## src/rtl/spi_pkg.sv

```systemverilog
// Shared definitions for the SPI port arbiter: FSM encoding, PmodACL
// (ADXL345) command words and default timing values.
package spi_pkg;

    typedef enum logic [1:0] {
        ST_IDLE  = 2'd0,
        ST_ISSUE = 2'd1,
        ST_WAIT  = 2'd2,
        ST_GAP   = 2'd3
    } state_t;

    // ADXL345 command words: {R/W, MB, addr[5:0], data[7:0]}
    localparam logic [15:0] CMD_POWER_CTL   = 16'h2D08;
    localparam logic [15:0] CMD_BW_RATE     = 16'h2C08;
    localparam logic [15:0] CMD_DATA_FORMAT = 16'h3100;
    localparam logic [15:0] CMD_READ_Y0     = 16'hB400;
    localparam logic [15:0] CMD_READ_Y1     = 16'hB500;

    // Idle time between bus transactions and the done-wait limit, in clk cycles.
    localparam int DEFAULT_GAP_CYCLES     = 4096;
    localparam int DEFAULT_TIMEOUT_CYCLES = 65535;

    // Terminal value of a 16-bit counter that must run for 'cycles' cycles (1..65536).
    function automatic logic [15:0] count_last(input int cycles);
        return 16'(cycles - 1);
    endfunction

endpackage

```

## src/rtl/spi_port_arbiter_if.sv

```systemverilog
// Requester-side and SPIinterface-side signals of the port arbiter.
// slave = the arbiter itself, master = whatever surrounds it.
interface spi_port_arbiter_if #(
    parameter int NUM_REQ = 2
);
    logic [NUM_REQ-1:0]    req_transmit;
    logic [16*NUM_REQ-1:0] req_txdata;
    logic [NUM_REQ-1:0]    req_done;
    logic [NUM_REQ-1:0]    req_timeout;
    logic [7:0]            req_rxdata;
    logic                  spi_transmit;
    logic [15:0]           spi_txdata;
    logic [7:0]            spi_rxdata;
    logic                  spi_done;
    logic [NUM_REQ-1:0]    ss_n;
    logic                  busy;

    modport slave (
        input  req_transmit, req_txdata, spi_rxdata, spi_done,
        output req_done, req_timeout, req_rxdata, spi_transmit, spi_txdata, ss_n, busy
    );

    modport master (
        output req_transmit, req_txdata, spi_rxdata, spi_done,
        input  req_done, req_timeout, req_rxdata, spi_transmit, spi_txdata, ss_n, busy
    );
endinterface

```

## src/rtl/spi_port_arbiter_rr_arbiter.sv

```systemverilog
// Combinational round-robin arbiter: the search starts one past rr_ptr
// and wraps, so the most recently served requester has lowest priority.
module rr_arbiter #(
    parameter int  NUM_REQ = 2,
    localparam int IW      = (NUM_REQ > 1) ? $clog2(NUM_REQ) : 1
) (
    input  logic [NUM_REQ-1:0] pending,
    input  logic [IW-1:0]      rr_ptr,
    output logic [IW-1:0]      grant,
    output logic               valid
);

    // Walk the rotated order backwards so the nearest pending requester is written last and wins.
    always_comb begin
        grant = '0;
        valid = 1'b0;
        for (int k = NUM_REQ; k >= 1; k--) begin
            if (pending[IW'((int'(rr_ptr) + k) % NUM_REQ)]) begin
                valid = 1'b1;
                grant = IW'((int'(rr_ptr) + k) % NUM_REQ);
            end
        end
    end

endmodule

```

## src/rtl/spi_port_arbiter.sv

```systemverilog
// Shares one SPIinterface between NUM_REQ requesters: latches one command
// word per requester, grants the bus round-robin, drives the matching
// device select, reports done/timeout, and enforces an idle gap afterwards.
module spi_port_arbiter
    import spi_pkg::*;
#(
    parameter int NUM_REQ        = 2,
    parameter int GAP_CYCLES     = DEFAULT_GAP_CYCLES,
    parameter int TIMEOUT_CYCLES = DEFAULT_TIMEOUT_CYCLES
) (
    input logic              clk,
    input logic              rst,
    spi_port_arbiter_if.slave bus
);

    localparam int          IW           = (NUM_REQ > 1) ? $clog2(NUM_REQ) : 1;
    localparam logic [15:0] GAP_LAST     = count_last(GAP_CYCLES);
    localparam logic [15:0] TIMEOUT_LAST = count_last(TIMEOUT_CYCLES);

    state_t             state_reg;
    logic [NUM_REQ-1:0] pending_reg;
    logic [15:0]        shadow_reg [NUM_REQ];
    logic [IW-1:0]      grant_reg;
    logic [IW-1:0]      rr_ptr_reg;
    logic [15:0]        timeout_cnt_reg;
    logic [15:0]        gap_cnt_reg;
    logic               spi_transmit_reg;
    logic [15:0]        spi_txdata_reg;
    logic [NUM_REQ-1:0] ss_n_reg;
    logic [NUM_REQ-1:0] req_done_reg;
    logic [NUM_REQ-1:0] req_timeout_reg;
    logic [7:0]         req_rxdata_reg;

    logic [IW-1:0]      arb_grant;
    logic               arb_valid;
    logic [NUM_REQ-1:0] grant_mask;
    logic               finish;

    rr_arbiter #(.NUM_REQ(NUM_REQ)) u_rr_arbiter (
        .pending (pending_reg),
        .rr_ptr  (rr_ptr_reg),
        .grant   (arb_grant),
        .valid   (arb_valid)
    );

    assign grant_mask = NUM_REQ'(1) << grant_reg;
    // The current transaction ends this edge, by spi_done or by timeout.
    assign finish = (state_reg == ST_WAIT) &&
                    (bus.spi_done || (timeout_cnt_reg == TIMEOUT_LAST));

    for (genvar gi = 0; gi < NUM_REQ; gi++) begin : g_req
        // Capture a request only while not pending; completion takes priority over a same-edge capture.
        always_ff @(posedge clk or posedge rst) begin
            if (rst) begin
                pending_reg[gi] <= 1'b0;
                shadow_reg[gi]  <= '0;
            end else if (finish && grant_mask[gi]) begin
                pending_reg[gi] <= 1'b0;
            end else if (bus.req_transmit[gi] && !pending_reg[gi]) begin
                pending_reg[gi] <= 1'b1;
                shadow_reg[gi]  <= bus.req_txdata[16*gi +: 16];
            end
        end
    end

    // Sequencer: grant, start pulse, wait for done or timeout, then hold the bus idle.
    always_ff @(posedge clk or posedge rst) begin
        if (rst) begin
            state_reg        <= ST_IDLE;
            grant_reg        <= '0;
            rr_ptr_reg       <= '0;
            timeout_cnt_reg  <= '0;
            gap_cnt_reg      <= '0;
            spi_transmit_reg <= 1'b0;
            spi_txdata_reg   <= '0;
            ss_n_reg         <= '1;
            req_done_reg     <= '0;
            req_timeout_reg  <= '0;
            req_rxdata_reg   <= '0;
        end else begin
            spi_transmit_reg <= 1'b0;
            req_done_reg     <= '0;
            req_timeout_reg  <= '0;
            case (state_reg)
                ST_IDLE: begin
                    if (arb_valid) begin
                        grant_reg      <= arb_grant;
                        spi_txdata_reg <= shadow_reg[arb_grant];
                        ss_n_reg       <= ~(NUM_REQ'(1) << arb_grant);
                        state_reg      <= ST_ISSUE;
                    end
                end
                ST_ISSUE: begin
                    // Select went low last edge, so it leads the start pulse by a cycle.
                    spi_transmit_reg <= 1'b1;
                    timeout_cnt_reg  <= '0;
                    state_reg        <= ST_WAIT;
                end
                ST_WAIT: begin
                    if (bus.spi_done) begin
                        req_rxdata_reg <= bus.spi_rxdata;
                        req_done_reg   <= grant_mask;
                    end else if (timeout_cnt_reg == TIMEOUT_LAST) begin
                        req_timeout_reg <= grant_mask;
                    end else begin
                        timeout_cnt_reg <= timeout_cnt_reg + 16'd1;
                    end
                    if (finish) begin
                        rr_ptr_reg  <= grant_reg;
                        ss_n_reg    <= '1;
                        gap_cnt_reg <= '0;
                        state_reg   <= ST_GAP;
                    end
                end
                ST_GAP: begin
                    if (gap_cnt_reg == GAP_LAST) begin
                        gap_cnt_reg <= '0;
                        state_reg   <= ST_IDLE;
                    end else begin
                        gap_cnt_reg <= gap_cnt_reg + 16'd1;
                    end
                end
                default: state_reg <= ST_IDLE;
            endcase
        end
    end

    assign bus.spi_transmit = spi_transmit_reg;
    assign bus.spi_txdata   = spi_txdata_reg;
    assign bus.ss_n         = ss_n_reg;
    assign bus.req_done     = req_done_reg;
    assign bus.req_timeout  = req_timeout_reg;
    assign bus.req_rxdata   = req_rxdata_reg;
    assign bus.busy         = (state_reg != ST_IDLE);

endmodule

```

## src/flat_wrapper.sv

```systemverilog
// flat-port wrapper written by rule: the top's interface ports become plain ports
module spi_port_arbiter_flat import spi_pkg::*;
#(
    parameter int NUM_REQ        = 2,
    parameter int GAP_CYCLES     = DEFAULT_GAP_CYCLES,
    parameter int TIMEOUT_CYCLES = DEFAULT_TIMEOUT_CYCLES
)
  (clk, rst, bus_req_transmit, bus_req_txdata, bus_spi_rxdata, bus_spi_done, bus_req_done, bus_req_timeout, bus_req_rxdata, bus_spi_transmit, bus_spi_txdata, bus_ss_n, bus_busy);
  spi_port_arbiter_if #(.NUM_REQ(NUM_REQ)) bus_i ();
  input logic clk;
  input logic rst;
  input wire logic [$bits(bus_i.req_transmit)-1:0] bus_req_transmit;
  input wire logic [$bits(bus_i.req_txdata)-1:0] bus_req_txdata;
  input wire logic [$bits(bus_i.spi_rxdata)-1:0] bus_spi_rxdata;
  input wire logic [$bits(bus_i.spi_done)-1:0] bus_spi_done;
  output wire logic [$bits(bus_i.req_done)-1:0] bus_req_done;
  output wire logic [$bits(bus_i.req_timeout)-1:0] bus_req_timeout;
  output wire logic [$bits(bus_i.req_rxdata)-1:0] bus_req_rxdata;
  output wire logic [$bits(bus_i.spi_transmit)-1:0] bus_spi_transmit;
  output wire logic [$bits(bus_i.spi_txdata)-1:0] bus_spi_txdata;
  output wire logic [$bits(bus_i.ss_n)-1:0] bus_ss_n;
  output wire logic [$bits(bus_i.busy)-1:0] bus_busy;
  assign bus_i.req_transmit = bus_req_transmit;
  assign bus_i.req_txdata = bus_req_txdata;
  assign bus_i.spi_rxdata = bus_spi_rxdata;
  assign bus_i.spi_done = bus_spi_done;
  assign bus_req_done = bus_i.req_done;
  assign bus_req_timeout = bus_i.req_timeout;
  assign bus_req_rxdata = bus_i.req_rxdata;
  assign bus_spi_transmit = bus_i.spi_transmit;
  assign bus_spi_txdata = bus_i.spi_txdata;
  assign bus_ss_n = bus_i.ss_n;
  assign bus_busy = bus_i.busy;
  spi_port_arbiter #(.NUM_REQ(NUM_REQ), .GAP_CYCLES(GAP_CYCLES), .TIMEOUT_CYCLES(TIMEOUT_CYCLES)) u_core (.clk(clk), .rst(rst), .bus(bus_i));
endmodule
```

## config.mk

```make
export PLATFORM = sky130hd
export DESIGN_NAME = spi_port_arbiter_flat
export DESIGN_NICKNAME = d
export VERILOG_FILES = /design/src/rtl/spi_pkg.sv /design/src/rtl/spi_port_arbiter_if.sv /design/src/rtl/spi_port_arbiter_rr_arbiter.sv /design/src/rtl/spi_port_arbiter.sv /design/src/flat_wrapper.sv
export SDC_FILE = /design/constraint.sdc
export NUM_CORES = 1
export LEC_CHECK = 0
export CORE_ASPECT_RATIO = 2
export CORE_MARGIN = 2
export CORE_UTILIZATION = 30
export CTS_CLUSTER_SIZE = 12
export DETAILED_ROUTE_END_ITERATION = 10
export GPL_ROUTABILITY_DRIVEN = 0
export SYNTH_ARGS = -nofsm -noshare
export SYNTH_HDL_FRONTEND = slang
export SYNTH_SLANG_ARGS = --single-unit
```

## constraint.sdc

```tcl
create_clock -name clk -period 4 [get_ports clk]
set_input_delay 1.2 -clock clk [delete_from_list [all_inputs] [get_ports clk]]
set_output_delay 1.2 -clock clk [all_outputs]
set_load 0.05 [all_outputs]
```

==> flow_metrics.env <==
export IMPL_ys_warn_count=0
export IMPL_wl_per_cell_um=15.7
export IMPL_synth_edf_count=0
export IMPL_crit_fanout=6
export IMPL_maxSlewHeadroom_pct=23.2
export IMPL_irDropWorstVdd_mv=0.337
export IMPL_grt_max_degree=54
export IMPL_seq_area_frac_synth_pct=54.4
export IMPL_hold_buffers=0
export IMPL_cp_startpoint="u_core.state_reg[0]"
export IMPL_hold_viol_final=0
export IMPL_syn_nets=468
export IMPL_yosys_most_used_dff="dfrtp_1"
export IMPL_p_sw_mw=1.84
export IMPL_r2r_slack_ps=1340
export IMPL_p_seq_share_pct=37.4
export IMPL_period_needed_ps=3210
export IMPL_fp_dieH_um=180
export IMPL_clock_sinks=101
export IMPL_wirelength_um=10900
export IMPL_final_setup_tns_ps=0
export IMPL_antenna_cells=0
export IMPL_end_kind="output pin"
export IMPL_first_global_vias=3645
export IMPL_pwr_density_cell_nw_per_um2=778
export IMPL_synthCells=415
export IMPL_power_frac_clock_pct=21.1
export IMPL_vias=3429
export IMPL_rows=64
export IMPL_die_area_um2=16600
export IMPL_hold_path_class="register to register"
export IMPL_fin_cells=692
export IMPL_cts_resized_gates=0
export IMPL_nets=542
export IMPL_io_pins=77
export IMPL_clockBufferDepth=2
export IMPL_dpl_cell_area_um2=5610
export IMPL_ys_ff_latch=101
export IMPL_dp_hpwl_um=7750
export IMPL_cts_reportedPaths_clkPinSlew_ps=70
export IMPL_stdcell_area_um2=5940
export IMPL_timing_final_setup_violations=0
export IMPL_dp_cells=676
export IMPL_cts_setup_buffers=0
export IMPL_p_int_mw=2.78
export IMPL_avgSynthCellArea_um2=11.2
export IMPL_largest_reg_flops=32
export IMPL_initial_utilization_pct=30.6
export IMPL_fin_skew_ps=5.79
export IMPL_fmax_mhz=311
export IMPL_final_common_cell="dfrtp_1"
export IMPL_drv_cap=0
export IMPL_async_flop_share_pct=100
export IMPL_p_leak_nw=2.59
export IMPL_drt_iter0_drc=130
export IMPL_drive_above_1_share_pct=14.4
export IMPL_cts_tree="built"
export IMPL_drt_first_pass_iters=4
export IMPL_dieWidth_um=92.0
export IMPL_grt_use_total_pct=13.5
export IMPL_ant_nets=0
export IMPL_fillers=1522
export IMPL_r2r_start="u_core.timeout_cnt_reg[0]"
export IMPL_worstPathArrival_ps=2010
export IMPL_synth_distinct_cells=50
export IMPL_cts_root_buf="clkbuf_16"
export IMPL_fin_total_pwr_mw=4.62
export IMPL_finalCritPeriodShare_pct=80.3
export IMPL_tightestPinTransition_ps=1150
export IMPL_clk_latency_ps=340
export IMPL_cts_buffers=9
export IMPL_synth_area_um2=4650
export IMPL_grt_first_pass_wirelength_um=18000
export IMPL_syn2layout_area_growth_pct=27.8
export IMPL_grt_antenna_before_repair=0
export IMPL_portBuffers=76
export IMPL_netSwitchingFraction_pct=39.9
export IMPL_ctsHtreeMaxLevel=3
export IMPL_layout_common_cells="99 x dfrtp_1, 76 x clkdlybuf4s50_1, 45 x nand2_1"
export IMPL_post_route_drc_count=0
export IMPL_cp_data_required_time_ps=2800
export IMPL_critical_path_class="register to output pin"
export IMPL_worst_hold_slack_ps=484
export IMPL_slew_violations=0
export IMPL_overflow=0
export IMPL_rsz0062_at_grt="no"
export IMPL_combPwrFrac_pct=41.5
export IMPL_hp_start="u_core.bus.spi_txdata[1]"
export IMPL_core_area_um2=15200
export IMPL_outcome="finished clean"
export IMPL_routed_via_density=4.96
export IMPL_start_kind="register"
critical path, stage by stage, from the launching register on:
cell             delay, ps
dfrtp_1                390
inv_1                  110
ha_1                   290
inv_1                   90
clkdlybuf4s50_1        790
power groups by stage:
| stage | combinational, mW | sequential, mW | clock [mW] |
|---|---|---|---|
| 2_1_floorplan | 0.962 | 2.09 | 0 |
| 3_3_place_gp | 1.90 | 1.72 | 0 |
| 3_5_place_dp | 1.94 | 1.75 | 0 |
| 4_1_cts | 1.94 | 1.73 | 0.996 |
| 5_1_grt | 2.09 | 1.79 | 1.04 |
| 6_report | 1.92 | 1.73 | 0.976 |
stage by stage:
stage	setup slack, ps	utilization (%)
floorplan	156	-
global placement	610	36.9
detailed placement	586	36.9
CTS	755	39.1
global route	700	39.1
finish	786	39.1
Yosys cell counts, drive strengths merged (5+ instances only):
| cell | count | share of area, % |
|---|---|---|
| dfrtp | 99 | 53 |
| nand2 | 45 | 3.6 |
| o21ai | 42 | 4.5 |
| mux2 | 41 | 11 |
| mux2i | 17 | 3.7 |
| nor2 | 17 | 1.4 |
| nand3 | 16 | 1.7 |
| a21oi | 13 | 1.4 |
| clkbuf | 13 | 1.1 |
| inv | 11 | 0.89 |
| nand4 | 9 | 1.2 |
| nor3 | 9 | 0.97 |
| ha | 8 | 2.2 |
| and3 | 7 | 1.1 |
| a21o | 6 | 1.0 |
| and2 | 6 | 0.81 |
| buf | 6 | 1.3 |
| o31ai | 6 | 0.97 |
| nand2b | 5 | 0.67 |
| or4 | 5 | 0.81 |
kinds of logic after synthesis:
| family | synth area share, % |
|---|---|
| adder cells (fa/ha/maj) | 2.15 |
| flip-flops | 54.4 |
| AO/OA/AOI/OAI | 11.2 |
| AND/OR/NAND/NOR | 14.7 |
| buffers and inverters | 3.23 |
| multiplexers | 14.4 |
routing by layer:
| metal | global-route usage [%] | vias up | part of all wire, % |
|---|---|---|---|
| met1 | 14.8 | 1697 | 39 |
| met5 | 0 | - | 0 |
| met3 | 2.76 | 16 | 3.2 |
| li1 | - | 1645 | - |
| met2 | 24.7 | 71 | 56 |
| met4 | 5.91 | 0 | 2.4 |
final timing paths:
path                                             to  depth (start not counted)
setup / recovery                           bus_busy                          4
hold / removal             u_core.bus.spi_txdata[1]                          2
setup reg to reg               u_core.shadow_reg[2]                          7
hold reg to reg            u_core.bus.spi_txdata[1]                          2
max in group asynchronous    u_core.gap_cnt_reg[14]                          3
min in group asynchronous  u_core.bus.req_rxdata[6]                          2
area by class of cell:
| class | instances | area [um2] | share of cell area (%) |
|---|---|---|---|
| clock inverters | 7 | 106 | 1.79 |
| flip-flops and latches | 101 | 2530 | 42.6 |
| multi-input cells | 284 | 1970 | 33.2 |
| well taps | 198 | 248 | 4.17 |
| clock buffers | 9 | 225 | 3.79 |
| inverters | 11 | 43.8 | 0.737 |
| repair buffers | 82 | 818 | 13.8 |
No activity file was read; power rests on OpenSTA's default activity.
